==> src/rtl/mem_stage_pkg.sv <==
// Shared types for the memory-access stage.
//   state_e : FSM states of mem_access_stage
//   op_e    : operation class decoded from the EX/MEM control bits
//   lane_w  : lane-index width for a given lane count (at least 1 bit)
package mem_stage_pkg;

    typedef enum logic [1:0] {
        IDLE    = 2'd0,
        STORE_V = 2'd1,
        LOAD_S  = 2'd2,
        LOAD_V  = 2'd3
    } state_e;

    typedef enum logic [1:0] {
        OP_ALU   = 2'd0,
        OP_LOAD  = 2'd1,
        OP_STORE = 2'd2
    } op_e;

    function automatic int lane_w(input int m);
        return (m > 1) ? $clog2(m) : 1;
    endfunction

    localparam int M_DEFAULT = 6;
    localparam int LANE_W    = lane_w(M_DEFAULT);

endpackage

==> src/rtl/mem_access_stage_if.sv <==
// Bundle of EX/MEM inputs, data-memory port, stall and MEM/WB outputs.
//   slave  : the memory-access stage itself
//   master : the surrounding pipeline / memory / testbench
interface mem_access_stage_if #(
    parameter int N  = 24,
    parameter int M  = 6,
    parameter int AW = 16
);
    // EX/MEM fields
    logic           modeSel;
    logic [M*N-1:0] aluResult;
    logic [M*N-1:0] rd3;
    logic           memWrite;
    logic           memToReg;
    logic           regWrite;
    logic [3:0]     Rc;
    // upstream hold
    logic           stall;
    // data memory
    logic [AW-1:0]  mem_addr;
    logic           mem_we;
    logic           mem_re;
    logic [N-1:0]   mem_wdata;
    logic [N-1:0]   mem_rdata;
    // MEM/WB
    logic           wb_valid;
    logic           wb_regWrite;
    logic           wb_modeSel;
    logic [3:0]     wb_Rc;
    logic [M*N-1:0] wb_result;

    modport slave (
        input  modeSel, aluResult, rd3, memWrite, memToReg, regWrite, Rc, mem_rdata,
        output stall, mem_addr, mem_we, mem_re, mem_wdata,
               wb_valid, wb_regWrite, wb_modeSel, wb_Rc, wb_result
    );

    modport master (
        output modeSel, aluResult, rd3, memWrite, memToReg, regWrite, Rc, mem_rdata,
        input  stall, mem_addr, mem_we, mem_re, mem_wdata,
               wb_valid, wb_regWrite, wb_modeSel, wb_Rc, wb_result
    );
endinterface

==> src/rtl/load_assembler.sv <==
// M x N assembly register for vector loads.
//   clk, rst : clock, synchronous active-high reset (clears all lanes)
//   clr_i    : clear all lanes
//   we_i     : write wdata_i into lane lane_i
//   q_o      : assembled lanes, lane k in q_o[k]
module load_assembler #(
    parameter int N  = 24,
    parameter int M  = 6,
    parameter int LW = 3
) (
    input  logic                 clk,
    input  logic                 rst,
    input  logic                 clr_i,
    input  logic                 we_i,
    input  logic [LW-1:0]        lane_i,
    input  logic [N-1:0]         wdata_i,
    output logic [M-1:0][N-1:0]  q_o
);
    logic [N-1:0] lane_q [M];

    for (genvar g = 0; g < M; g++) begin : g_lane
        always_ff @(posedge clk) begin
            if (rst || clr_i)
                lane_q[g] <= '0;
            else if (we_i && lane_i == LW'(g))
                lane_q[g] <= wdata_i;
        end
        assign q_o[g] = lane_q[g];
    end
endmodule

==> src/rtl/mem_access_stage.sv <==
// Memory-access pipeline stage: scalar/vector loads and stores against a
// single-port one-word-per-access memory, vector lanes serialised one per
// cycle, result registered into MEM/WB.
//   clk, rst : clock, synchronous active-high reset
//   bus      : EX/MEM inputs, stall, data-memory port, MEM/WB outputs
module mem_access_stage
    import mem_stage_pkg::*;
#(
    parameter int N  = 24,
    parameter int M  = 6,
    parameter int AW = 16
) (
    input  logic             clk,
    input  logic             rst,
    mem_access_stage_if.slave bus
);
    localparam int             LW   = lane_w(M);
    localparam logic [LW-1:0]  LAST = LW'(M - 1);

    state_e          state_q, state_d;
    logic [LW-1:0]   lane_q, lane_d;
    op_e             op;
    logic [AW-1:0]   base;
    logic            done;
    logic [M*N-1:0]  res_d;
    logic            asm_clr, asm_we;
    logic [M-1:0][N-1:0] asm_q;

    logic            stall_raw, we_raw, re_raw;
    logic [AW-1:0]   addr_raw;
    logic [N-1:0]    wdata_raw;

    logic            wb_valid_q, wb_regWrite_q, wb_modeSel_q;
    logic [3:0]      wb_Rc_q;
    logic [M*N-1:0]  wb_result_q;

    assign base = bus.aluResult[AW-1:0];

    // store wins when both request bits are set
    always_comb begin
        op = OP_ALU;
        if (bus.memWrite)      op = OP_STORE;
        else if (bus.memToReg) op = OP_LOAD;
    end

    always_comb begin
        state_d   = state_q;
        lane_d    = lane_q;
        stall_raw = 1'b0;
        we_raw    = 1'b0;
        re_raw    = 1'b0;
        addr_raw  = '0;
        wdata_raw = '0;
        done      = 1'b0;
        asm_clr   = 1'b0;
        asm_we    = 1'b0;
        res_d     = bus.aluResult;
        case (state_q)
            IDLE: begin
                case (op)
                    OP_ALU: done = 1'b1;
                    OP_STORE: begin
                        we_raw    = 1'b1;
                        addr_raw  = base;
                        wdata_raw = bus.rd3[N-1:0];
                        if (bus.modeSel && M > 1) begin
                            stall_raw = 1'b1;
                            state_d   = STORE_V;
                            lane_d    = LW'(1);
                        end else begin
                            done = 1'b1;
                        end
                    end
                    OP_LOAD: begin
                        re_raw    = 1'b1;
                        addr_raw  = base;
                        stall_raw = 1'b1;
                        if (bus.modeSel) begin
                            state_d = LOAD_V;
                            lane_d  = '0;
                            asm_clr = 1'b1;
                        end else begin
                            state_d = LOAD_S;
                        end
                    end
                    default: ;
                endcase
            end
            // lane_q is the lane being written this cycle
            STORE_V: begin
                we_raw    = 1'b1;
                addr_raw  = base + AW'(lane_q);
                wdata_raw = bus.rd3[int'(lane_q)*N +: N];
                if (lane_q == LAST) begin
                    done    = 1'b1;
                    state_d = IDLE;
                    lane_d  = '0;
                end else begin
                    stall_raw = 1'b1;
                    lane_d    = lane_q + LW'(1);
                end
            end
            LOAD_S: begin
                done            = 1'b1;
                state_d         = IDLE;
                res_d           = '0;
                res_d[N-1:0]    = bus.mem_rdata;
            end
            // lane_q is the lane whose data arrives this cycle; the read for
            // the following lane is issued in parallel
            LOAD_V: begin
                asm_we = 1'b1;
                if (lane_q == LAST) begin
                    done    = 1'b1;
                    state_d = IDLE;
                    lane_d  = '0;
                    res_d   = asm_q;
                    res_d[(M-1)*N +: N] = bus.mem_rdata;
                end else begin
                    re_raw    = 1'b1;
                    addr_raw  = base + AW'(lane_q) + AW'(1);
                    stall_raw = 1'b1;
                    lane_d    = lane_q + LW'(1);
                end
            end
            default: state_d = IDLE;
        endcase
    end

    load_assembler #(.N(N), .M(M), .LW(LW)) u_asm (
        .clk     (clk),
        .rst     (rst),
        .clr_i   (asm_clr),
        .we_i    (asm_we),
        .lane_i  (lane_q),
        .wdata_i (bus.mem_rdata),
        .q_o     (asm_q)
    );

    always_ff @(posedge clk) begin
        if (rst) begin
            state_q       <= IDLE;
            lane_q        <= '0;
            wb_valid_q    <= 1'b0;
            wb_regWrite_q <= 1'b0;
            wb_modeSel_q  <= 1'b0;
            wb_Rc_q       <= '0;
            wb_result_q   <= '0;
        end else begin
            state_q <= state_d;
            lane_q  <= lane_d;
            if (done) begin
                wb_valid_q    <= 1'b1;
                wb_regWrite_q <= bus.regWrite;
                wb_modeSel_q  <= bus.modeSel;
                wb_Rc_q       <= bus.Rc;
                wb_result_q   <= res_d;
            end else begin
                wb_valid_q    <= 1'b0;
                wb_regWrite_q <= 1'b0;
            end
        end
    end

    // reset silences the memory port immediately, not just from the next edge
    assign bus.stall     = stall_raw & ~rst;
    assign bus.mem_we    = we_raw & ~rst;
    assign bus.mem_re    = re_raw & ~rst;
    assign bus.mem_addr  = rst ? '0 : addr_raw;
    assign bus.mem_wdata = rst ? '0 : wdata_raw;

    assign bus.wb_valid    = wb_valid_q;
    assign bus.wb_regWrite = wb_regWrite_q;
    assign bus.wb_modeSel  = wb_modeSel_q;
    assign bus.wb_Rc       = wb_Rc_q;
    assign bus.wb_result   = wb_result_q;
endmodule
==> src/flat_wrapper.sv <==
// flat-port wrapper written by rule: the top's interface ports become plain ports
module mem_access_stage_flat import mem_stage_pkg::*;
#(
    parameter int N  = 24,
    parameter int M  = 6,
    parameter int AW = 16
)
  (clk, rst, bus_modeSel, bus_aluResult, bus_rd3, bus_memWrite, bus_memToReg, bus_regWrite, bus_Rc, bus_mem_rdata, bus_stall, bus_mem_addr, bus_mem_we, bus_mem_re, bus_mem_wdata, bus_wb_valid, bus_wb_regWrite, bus_wb_modeSel, bus_wb_Rc, bus_wb_result);
  mem_access_stage_if #(.N(N), .M(M), .AW(AW)) bus_i ();
  input  logic clk;
  input  logic rst;
  input wire logic [$bits(bus_i.modeSel)-1:0] bus_modeSel;
  input wire logic [$bits(bus_i.aluResult)-1:0] bus_aluResult;
  input wire logic [$bits(bus_i.rd3)-1:0] bus_rd3;
  input wire logic [$bits(bus_i.memWrite)-1:0] bus_memWrite;
  input wire logic [$bits(bus_i.memToReg)-1:0] bus_memToReg;
  input wire logic [$bits(bus_i.regWrite)-1:0] bus_regWrite;
  input wire logic [$bits(bus_i.Rc)-1:0] bus_Rc;
  input wire logic [$bits(bus_i.mem_rdata)-1:0] bus_mem_rdata;
  output wire logic [$bits(bus_i.stall)-1:0] bus_stall;
  output wire logic [$bits(bus_i.mem_addr)-1:0] bus_mem_addr;
  output wire logic [$bits(bus_i.mem_we)-1:0] bus_mem_we;
  output wire logic [$bits(bus_i.mem_re)-1:0] bus_mem_re;
  output wire logic [$bits(bus_i.mem_wdata)-1:0] bus_mem_wdata;
  output wire logic [$bits(bus_i.wb_valid)-1:0] bus_wb_valid;
  output wire logic [$bits(bus_i.wb_regWrite)-1:0] bus_wb_regWrite;
  output wire logic [$bits(bus_i.wb_modeSel)-1:0] bus_wb_modeSel;
  output wire logic [$bits(bus_i.wb_Rc)-1:0] bus_wb_Rc;
  output wire logic [$bits(bus_i.wb_result)-1:0] bus_wb_result;
  assign bus_i.modeSel = bus_modeSel;
  assign bus_i.aluResult = bus_aluResult;
  assign bus_i.rd3 = bus_rd3;
  assign bus_i.memWrite = bus_memWrite;
  assign bus_i.memToReg = bus_memToReg;
  assign bus_i.regWrite = bus_regWrite;
  assign bus_i.Rc = bus_Rc;
  assign bus_i.mem_rdata = bus_mem_rdata;
  assign bus_stall = bus_i.stall;
  assign bus_mem_addr = bus_i.mem_addr;
  assign bus_mem_we = bus_i.mem_we;
  assign bus_mem_re = bus_i.mem_re;
  assign bus_mem_wdata = bus_i.mem_wdata;
  assign bus_wb_valid = bus_i.wb_valid;
  assign bus_wb_regWrite = bus_i.wb_regWrite;
  assign bus_wb_modeSel = bus_i.wb_modeSel;
  assign bus_wb_Rc = bus_i.wb_Rc;
  assign bus_wb_result = bus_i.wb_result;
  mem_access_stage #(.N(N), .M(M), .AW(AW)) u_core (.clk(clk), .rst(rst), .bus(bus_i));
endmodule
==> config.mk <==
export PLATFORM = sky130hd
export DESIGN_NAME = mem_access_stage_flat
export DESIGN_NICKNAME = d
export VERILOG_FILES = /design/src/rtl/mem_stage_pkg.sv /design/src/rtl/mem_access_stage_if.sv /design/src/rtl/load_assembler.sv /design/src/rtl/mem_access_stage.sv /design/src/flat_wrapper.sv
export SDC_FILE = /design/constraint.sdc
export NUM_CORES = 1
export LEC_CHECK = 0
export ABC_AREA = 0
export BUFFER_PORTS_ARGS = -buffer_cell sky130_fd_sc_hd__clkbuf_2
export CORE_AREA = 2 2 200 202
export DETAILED_ROUTE_END_ITERATION = 10
export DIE_AREA = 0 0 202 204
export PLACE_DENSITY = 0.65
export SLEW_MARGIN = 20
export SYNTH_ARGS = -nofsm -noshare
export SYNTH_HDL_FRONTEND = slang
export SYNTH_SLANG_ARGS = --single-unit
==> constraint.sdc <==
create_clock -name clk -period 8.5 [get_ports clk]
set_input_delay 1.275 -clock clk [delete_from_list [all_inputs] [get_ports clk]]
set_output_delay 1.275 -clock clk [all_outputs]
set_load 0.01 [all_outputs]
==> out/summary.md, run 1 <==
The run finished with clean final reports. The clock drives 276 sinks. For this block, the routed nets add up to 53000 um of wire. In this design, the stage delay of the slowest critical-path cell is 0.56 ns.

The largest net degree at the start of global routing came out at 97. The H-tree depth came out at 1. The die is 202 um wide. Clock-pin slew was measured on the worst setup and hold paths at 0.05 ns.

For this run the aggregate overflow at the end of global routing stands at 0. The die outline height is 204 um, and the number of CTS-inserted buffers is 30. In the global route stage, met1 resource usage came out at 31.0%.

Clock skew on the completed layout was measured at 0.0289 ns. For the worst-skew pair, the clock arrives at the later sink with an insertion delay of 0.59 ns. For the fmax, the log shows 191 MHz. For the internal power consumption, the log shows 2.97 mW. The logs give 4.69% for the met3 layer usage reported by global route and 7.54 nW for the static leakage power. Counting cells, the worst reg-to-reg path comes to 7. Headroom to the max-slew limit came out at 27.7%.

The area overhead of the layout relative to synthesis is 28.2%. Critical path required time: 7.22 ns. TritonCTS built the clock tree.

The via count of the first global-routing pass came out at 12500. After synthesis, the mean cell area works out to 9.80 um^2. Number of endpoints failing setup at the final stage: 0.

The number of violations of the max-capacitance limit is 0, and the cell count of the worst hold path is 2. After clock tree synthesis, the repair step resized 0 gates. Global routing consumed, over all layers together, 24.5% of the routing resources.

The number of antenna violations at the first check in global routing is 8, and the count of standard-cell rows is 73. Summed over all failing endpoints, the final setup total negative slack is 0 ns. For this design, the slowest cell found on the critical path is sky130_fd_sc_hd__fa_1. The net count after synthesis is 1738, and the portion of the clock cycle consumed by the worst path in the final layout is 61.7%. The tightest min-delay check is of the register to register type. The final routed wire length divided by cell count works out to 22.2 um.

The tree is rooted in a sky130_fd_sc_hd__clkbuf_16. The tools report the post-route DRC violation count as 0. In this run, flip-flops and latches consume 38.4% of the power. The number of input and output port buffers inserted came out at 515. The hold path endpoint was u_core.bus.wb_Rc[1]$_SDFFE_PP0N_. The top cell type by area accounts for 26.2% of the synthesized area. The first global-routing pass estimated 76800 um of wire. After legalization and detailed placement, the total HPWL measured 36400 um.

At the end of the flow the core is filled with cells to 45.1%. The share of final-layout standard cells stronger than drive strength 1 was 33.9%; the final count of hold timing violations was 0. The arrival time of data at the critical path endpoint was 3.97 ns. The routed layout has 13300 vias.

Net switching is 35.6% of the power. For this design the total switching power over the nets is 1.64 mW. For this block, the initial DRC count from the detailed router was 1182.

In this run, synthesis produced a sequential element count of 276. For the area of the die, the log shows 0.0412 mm^2. The signal on the critical path passes through clkbuf_2, ha_1, fa_1, a211o_1, a211oi_4, a211oi_4, nor3_4, and4bb_1, xnor2_1, o22ai_1, clkbuf_2.

The run gives 4.81 ns as the reg-to-reg setup timing slack. The tools report the critical path startpoint category as an input pin. The share of total power dissipated in the clock network is 28.8%.

The logs give 1405 for the number of standard cells after synthesis and 0.0392 mm^2 for the floorplan core area. In this run the critical register-to-register path is launched from u_core.lane_q[1]$_SDFFE_PP0P_. After synthesis, the cell types taking the most area are sky130_fd_sc_hd__edfxtp_1, sky130_fd_sc_hd__dfxtp_1, sky130_fd_sc_hd__a221oi_1. The startpoint of the tightest hold check path was u_core.bus.wb_Rc[1]$_SDFFE_PP0N_. For the pin with the worst max-slew slack, the measured transition is 1.08 ns.

The tools report the deepest clock path buffer count as 3. Of the total power, combinational logic draws 32.8%. The via density per instance was 5.57; the buffering stage count on the worst path with inverters included was 2. The share of the Yosys chip area taken by registers is 48.8%. The biggest area contributor in the post-synthesis netlist is sky130_fd_sc_hd__edfxtp_1. Yosys mapped the design onto 70 distinct sky130hd cell types. The kind of cell adding the most delay to the critical path was compound AO/OA/AOI/OAI gates. The synthesized design contains 120 enable-type register cells.

The filler cell count in the final layout is 3807, and the highest ir drop seen on vdd is 160 uV. Setup repair after global routing left no endpoint under its margin. The antenna violation net count after detailed routing is 0, and the initial standard-cell utilization of the core is 35.2%. The cell area power density works out to 261 mW/mm^2. Leaving out fill and tap cells, the most frequent cell in the layout is sky130_fd_sc_hd__clkbuf_2. The layer flagged by global routing as most heavily used is met2. The kind of capture point of the worst setup path is an output pin.

Counting flops with an async set or reset pin after synthesis yields a share of 0%. The tools report the final number of max-transition violations as 0. The endpoint of the worst-slack reg-to-reg timing path is u_core.bus.wb_result[10]$_SDFFE_PP0N_.

516 I/O pins were placed. Subtracting the final worst setup slack from the clock period gives 5.24 ns. Class of the most critical setup path: input pin to output pin. Summing every instance area after synthesis gives 0.0138 mm^2.

Buffers inserted to repair hold after CTS numbered 0. The top cell types in the final layout, fill and taps aside, are sky130_fd_sc_hd__clkbuf_2, sky130_fd_sc_hd__nor2_1, sky130_fd_sc_hd__dfxtp_1. Number of nets in the layout: 2168. Global routing used 40.6% of the available met2 tracks.

In this run the post-CTS setup repair buffer count came out at 0. For this run, the number of Yosys warnings is 0. The largest fanout of any net on the critical path works out to 9. Before antenna repair, the detailed router went through 7 iterations. Among all flip-flop cells after synthesis, the most frequent one is sky130_fd_sc_hd__dfxtp_1. The weighted congestion at the end of routability-driven global placement is 0.900.
-- sequential cells by signal, indices dropped and copies added, names as in the netlist --
register	count
u_core.bus.wb_valid	1
u_core.bus.wb_Rc	4
u_core.bus.wb_regWrite	1
u_core.lane_q	3
u_core.bus.wb_modeSel	1
u_core.bus.wb_result	144
u_core.state_q	2
u_core.u_asm.lane_q	120
-- metal layers --
metal,vias up,share of wire [%]
met2,688,48
met3,120,8.6
li1,6139,-
met1,6345,40
met5,-,0.076
met4,6,3.9
-- layout make-up --
type / instances / area, um^2 / area share (%)
well taps: 525 / 657 / 3.72
clock buffers: 36 / 795 / 4.50
flip-flops and latches: 276 / 6730 / 38.1
clock inverters: 20 / 214 / 1.21
inverters: 7 / 26.3 / 0.149
repair buffers: 534 / 2730 / 15.4
diodes: 5 / 12.5 / 0.0709
multi-input cells: 986 / 6490 / 36.8
-- tightest hold or removal path: stages (launching register included) --
cell,delay [ns]
sky130_fd_sc_hd__dfxtp_1,0.30
sky130_fd_sc_hd__nand2_1,0.05
sky130_fd_sc_hd__a21oi_1,0.05
-- power by group through the flow --
stage	combinational, mW	sequential, mW	clock (mW)
2_1_floorplan	0.844	1.87	0
3_3_place_gp	1.50	1.79	0
3_5_place_dp	1.52	1.80	0
4_1_cts	1.53	1.77	1.35
5_1_grt	1.66	1.80	1.40
6_report	1.51	1.77	1.33
-- per-stage QoR --
stage / total power, mW / cells / setup slack (ns) / hold WS [ns] / cell area, um^2
after floorplan: 2.71 / 1405 / 3.75 / 0.477 / 13800
after global placement: 3.29 / 2328 / 3.33 / 0.444 / 16600
after detailed placement: 3.32 / 2328 / 3.29 / 0.449 / 16600
after CTS: 4.64 / 2384 / 3.29 / 0.464 / 17600
after global routing: 4.87 / 2386 / 3.12 / 0.482 / 17600
final: 4.61 / 2389 / 3.26 / 0.461 / 17700
-- cell usage after synthesis (12+ instances only) --
| cell type | count |
|---|---|
| sky130_fd_sc_hd__a211oi_1 | 20 |
| sky130_fd_sc_hd__a21oi_1 | 38 |
| sky130_fd_sc_hd__a221oi_1 | 121 |
| sky130_fd_sc_hd__a222oi_1 | 20 |
| sky130_fd_sc_hd__a22oi_1 | 33 |
| sky130_fd_sc_hd__and2_1 | 126 |
| sky130_fd_sc_hd__buf_1 | 12 |
| sky130_fd_sc_hd__buf_2 | 28 |
| sky130_fd_sc_hd__clkbuf_1 | 90 |
| sky130_fd_sc_hd__dfxtp_1 | 156 |
| sky130_fd_sc_hd__edfxtp_1 | 120 |
| sky130_fd_sc_hd__mux2i_1 | 25 |
| sky130_fd_sc_hd__mux4_2 | 24 |
| sky130_fd_sc_hd__nand2_1 | 70 |
| sky130_fd_sc_hd__nand3_1 | 14 |
| sky130_fd_sc_hd__nor2_1 | 203 |
| sky130_fd_sc_hd__nor3_1 | 129 |
| sky130_fd_sc_hd__o21ai_0 | 39 |
-- how the worst max path moves through the flow --
stage / cells after the start / slack (ns) / to / startpoint
2_1_floorplan: 10 / 3.75 / bus_mem_addr[15] / bus_aluResult[0]
3_3_place_gp: 11 / 3.33 / bus_mem_addr[13] / bus_aluResult[0]
5_1_grt: 11 / 3.12 / bus_mem_addr[13] / bus_aluResult[0]
6_report: 11 / 3.26 / bus_mem_addr[10] / bus_aluResult[0]
3_5_place_dp: 11 / 3.29 / bus_mem_addr[13] / bus_aluResult[0]
4_1_cts: 11 / 3.29 / bus_mem_addr[13] / bus_aluResult[0]
-- logic make-up (layout without fill, tap and decap cells) --
| group | count (synthesis) | count (layout) | synth area share, % |
|---|---|---|---|
| AO/OA/AOI/OAI | 316 | 316 | 17.6 |
| XOR/XNOR | 16 | 16 | 1.02 |
| adder cells (fa/ha/maj) | 11 | 11 | 1.05 |
| buffers and inverters | 143 | 597 | 4.35 |
| flip-flops | 276 | 276 | 48.8 |
| multiplexers | 54 | 54 | 6.15 |
| other | 0 | 5 | 0 |
| AND/OR/NAND/NOR | 589 | 589 | 21.0 |
(Power assumes the default switching activity.)
==> inputs of run 2 (changes only) <==
- CORE_AREA: 2 2 200 202 -> 2 2 202 204
- DIE_AREA: 0 0 202 204 -> 0 0 204 206
- PLACE_DENSITY: 0.65 -> 0.64
- clock period: 8.5 -> 4.9 ns (I/O delays scaled with it)
==> out/summary.md, run 2 (synthesis gave the netlist of run 1 again) <==
The run finished with clean final reports. The tools report the number of antenna violations at the first check in global routing as 5. The highest ir drop seen on vdd came out at 233 uV. Broken down by cell family, the worst path's largest delay share belongs to compound AO/OA/AOI/OAI gates.

The cell area power density is 456 mW/mm^2, and the final critical path time including I/O delays and setup is 4.50 ns. The largest net degree at the start of global routing was 92; the via count of the first global-routing pass was 12600. From left edge to right edge, the die measures 204 um.

The clock passes through at most 3 buffers. The initial utilization of the core area, before any placement, comes to 34.3%. The run gives 0 as the final number of max-transition violations.

The fmax is 222 MHz. Commonest non-fill, non-tap cell in the layout: sky130_fd_sc_hd__clkbuf_2. In the layout the commonest cells are sky130_fd_sc_hd__clkbuf_2, sky130_fd_sc_hd__nor2_1, sky130_fd_sc_hd__dfxtp_1.

Summed over all nets, the half-perimeter wirelength after detailed placement is 37000 um. The sum of negative setup slack was 0 ns. The library cell appearing most often on the critical path was sky130_fd_sc_hd__xnor2_1. Setup violations remaining at the end of the flow were counted as 0.

For the number of CTS-inserted buffers, the log shows 31. Before CTS, the worst setup slack after placement is 0.711 ns. Summed over all layers, the global routing overflow is 0. The number of nets in the layout is 2171. The worst-case setup margin in the final layout was 0.404 ns; the via density per instance was 5.54. Post-CTS repair changed the size of 0 cells.

The tools report the count of TritonRoute iterations in the first routing pass as 8. Relative max-transition margin: 23.3%. CTS placed an instance of sky130_fd_sc_hd__clkbuf_16 at the clock tree root.

The H-tree depth came out at 1. After detailed routing, the total wire length is 53800 um. After floorplanning, the core was divided into 74 placement rows. During I/O placement, the number of pins put on the boundary was 516. The worst setup path is of the register to output pin kind.

TritonCTS built the clock tree. On the worst path, the slowest cell contributes a delay of 0.86 ns. Setup repair after global routing left no endpoint under its margin.

The area overhead of the layout relative to synthesis was 28.6%. At the pin with the least slew margin, the transition time is 1.14 ns. The clock arrives with 0.0158 ns of skew. Walking the worst path, the cells encountered are ha_1, a21o_1, a21oi_1, nor2_1, xnor2_1, nand3_1, xnor2_1, o22ai_1, clkbuf_2. Counting every sink on the clock net gives 276. At the worst endpoint, the required time is 4.16 ns. The logs give 77200 um for the first-pass GRT wire length and 3.76 ns for the arrival time of data at the critical path endpoint.

The area of the die was 0.0420 mm^2. The number of input and output port buffers inserted was 515. The source-to-sink clock delay at the later pin of the worst-skew pair was 0.57 ns. The count of nets left with antenna violations once routing finished came out at 0. The critical path crosses 9 cells after its start point. The post-route DRC violation count came out at 0. Across every metal layer, demand over resource in global routing totals 24.2%. The tools report the critical path startpoint category as a register. The buffering stage count on the worst path with inverters included was 1; the final count of hold timing violations was 0.

The number of buffers inserted to repair setup after CTS came out at 0. The finished cells cover 0.0177 mm^2. The type of the worst min-delay path was input pin to register. Across the run, the number of max-cap violations was 0. STA classifies the critical path endpoint as an output pin. In this run, post-CTS hold repair placed 0 buffers. The die is 206 um tall.

Of the cells placed in the final design, the portion with a size suffix greater than 1 is 34.1%. Along the worst hold path, the cell count comes to 2. Along the worst path, the maximum fanout reaches 18. The clock-pin slew on the worst setup and hold paths works out to 0.06 ns. In this run the standard cell core region covers 0.0402 mm^2. The worst-case reg-to-reg path depth came out at 7.

The static leakage power is 7.60 nW, and the starting DRC count in detailed routing is 1104. In the final routed layout, each cell accounts on average for 22.4 um. Summing all placed instances gives a cell area of 0.0167 mm^2.

The portion of the clock cycle consumed by the worst path in the final layout works out to 91.8%. At the end of routability-driven placement, the weighted congestion stood at 0.937. Flip-flop count of the largest register, all copies and words added: 144. The final route contains 13300 vias. Master of the slowest instance on the critical path: sky130_fd_sc_hd__dfxtp_1.
run 2: routing by layer:
metal  vias to the layer above  global-route usage, %  wire [um]
met5                         -                      0         23
met4                         4                   11.4       2470
met3                       127                   4.62       4380
met2                       679                   39.1      25100
met1                      6314                   31.2      21800
li1                       6157                      -          -
run 2: worst paths after layout:
path                                    startpoint                                    end  slack (ns)
setup / recovery     u_core.lane_q[1]$_SDFFE_PP0P_                       bus_mem_addr[12]        0.40
hold / removal                        bus_regWrite      u_core.bus.wb_regWrite$_SDFF_PP0_        0.37
setup reg to reg     u_core.lane_q[0]$_SDFFE_PP0P_  u_core.bus.wb_result[22]$_SDFFE_PP0N_        1.12
hold reg to reg   u_core.bus.wb_Rc[3]$_SDFFE_PP0N_       u_core.bus.wb_Rc[3]$_SDFFE_PP0N_        0.46
run 2: metrics by stage:
step	power [mW]	hold slack (ns)	std cells	util, %
final	8.07	0.371	2396	44.1
after global routing	8.52	0.374	2395	44.1
after CTS	8.12	0.347	2395	44.1
after detailed placement	5.78	0.453	2337	41.5
after global placement	5.73	0.447	2337	41.5
after floorplan	4.70	0.477	1405	-
run 2: where the power goes:
part | internal (mW) | switching (mW)
sequential | 2.84 | 0.228
combinational | 1.01 | 1.66
clock | 1.35 | 0.987
run 2: cell type report:
cell class,count,area (um^2)
fill,3907,22500
inverter,7,26.3
tap,532,666
timing repair buffer,536,2780
multi-input combinational,986,6490
clock buffer,39,857
sequential,276,6730
antenna,1,2.50
clock inverter,19,163
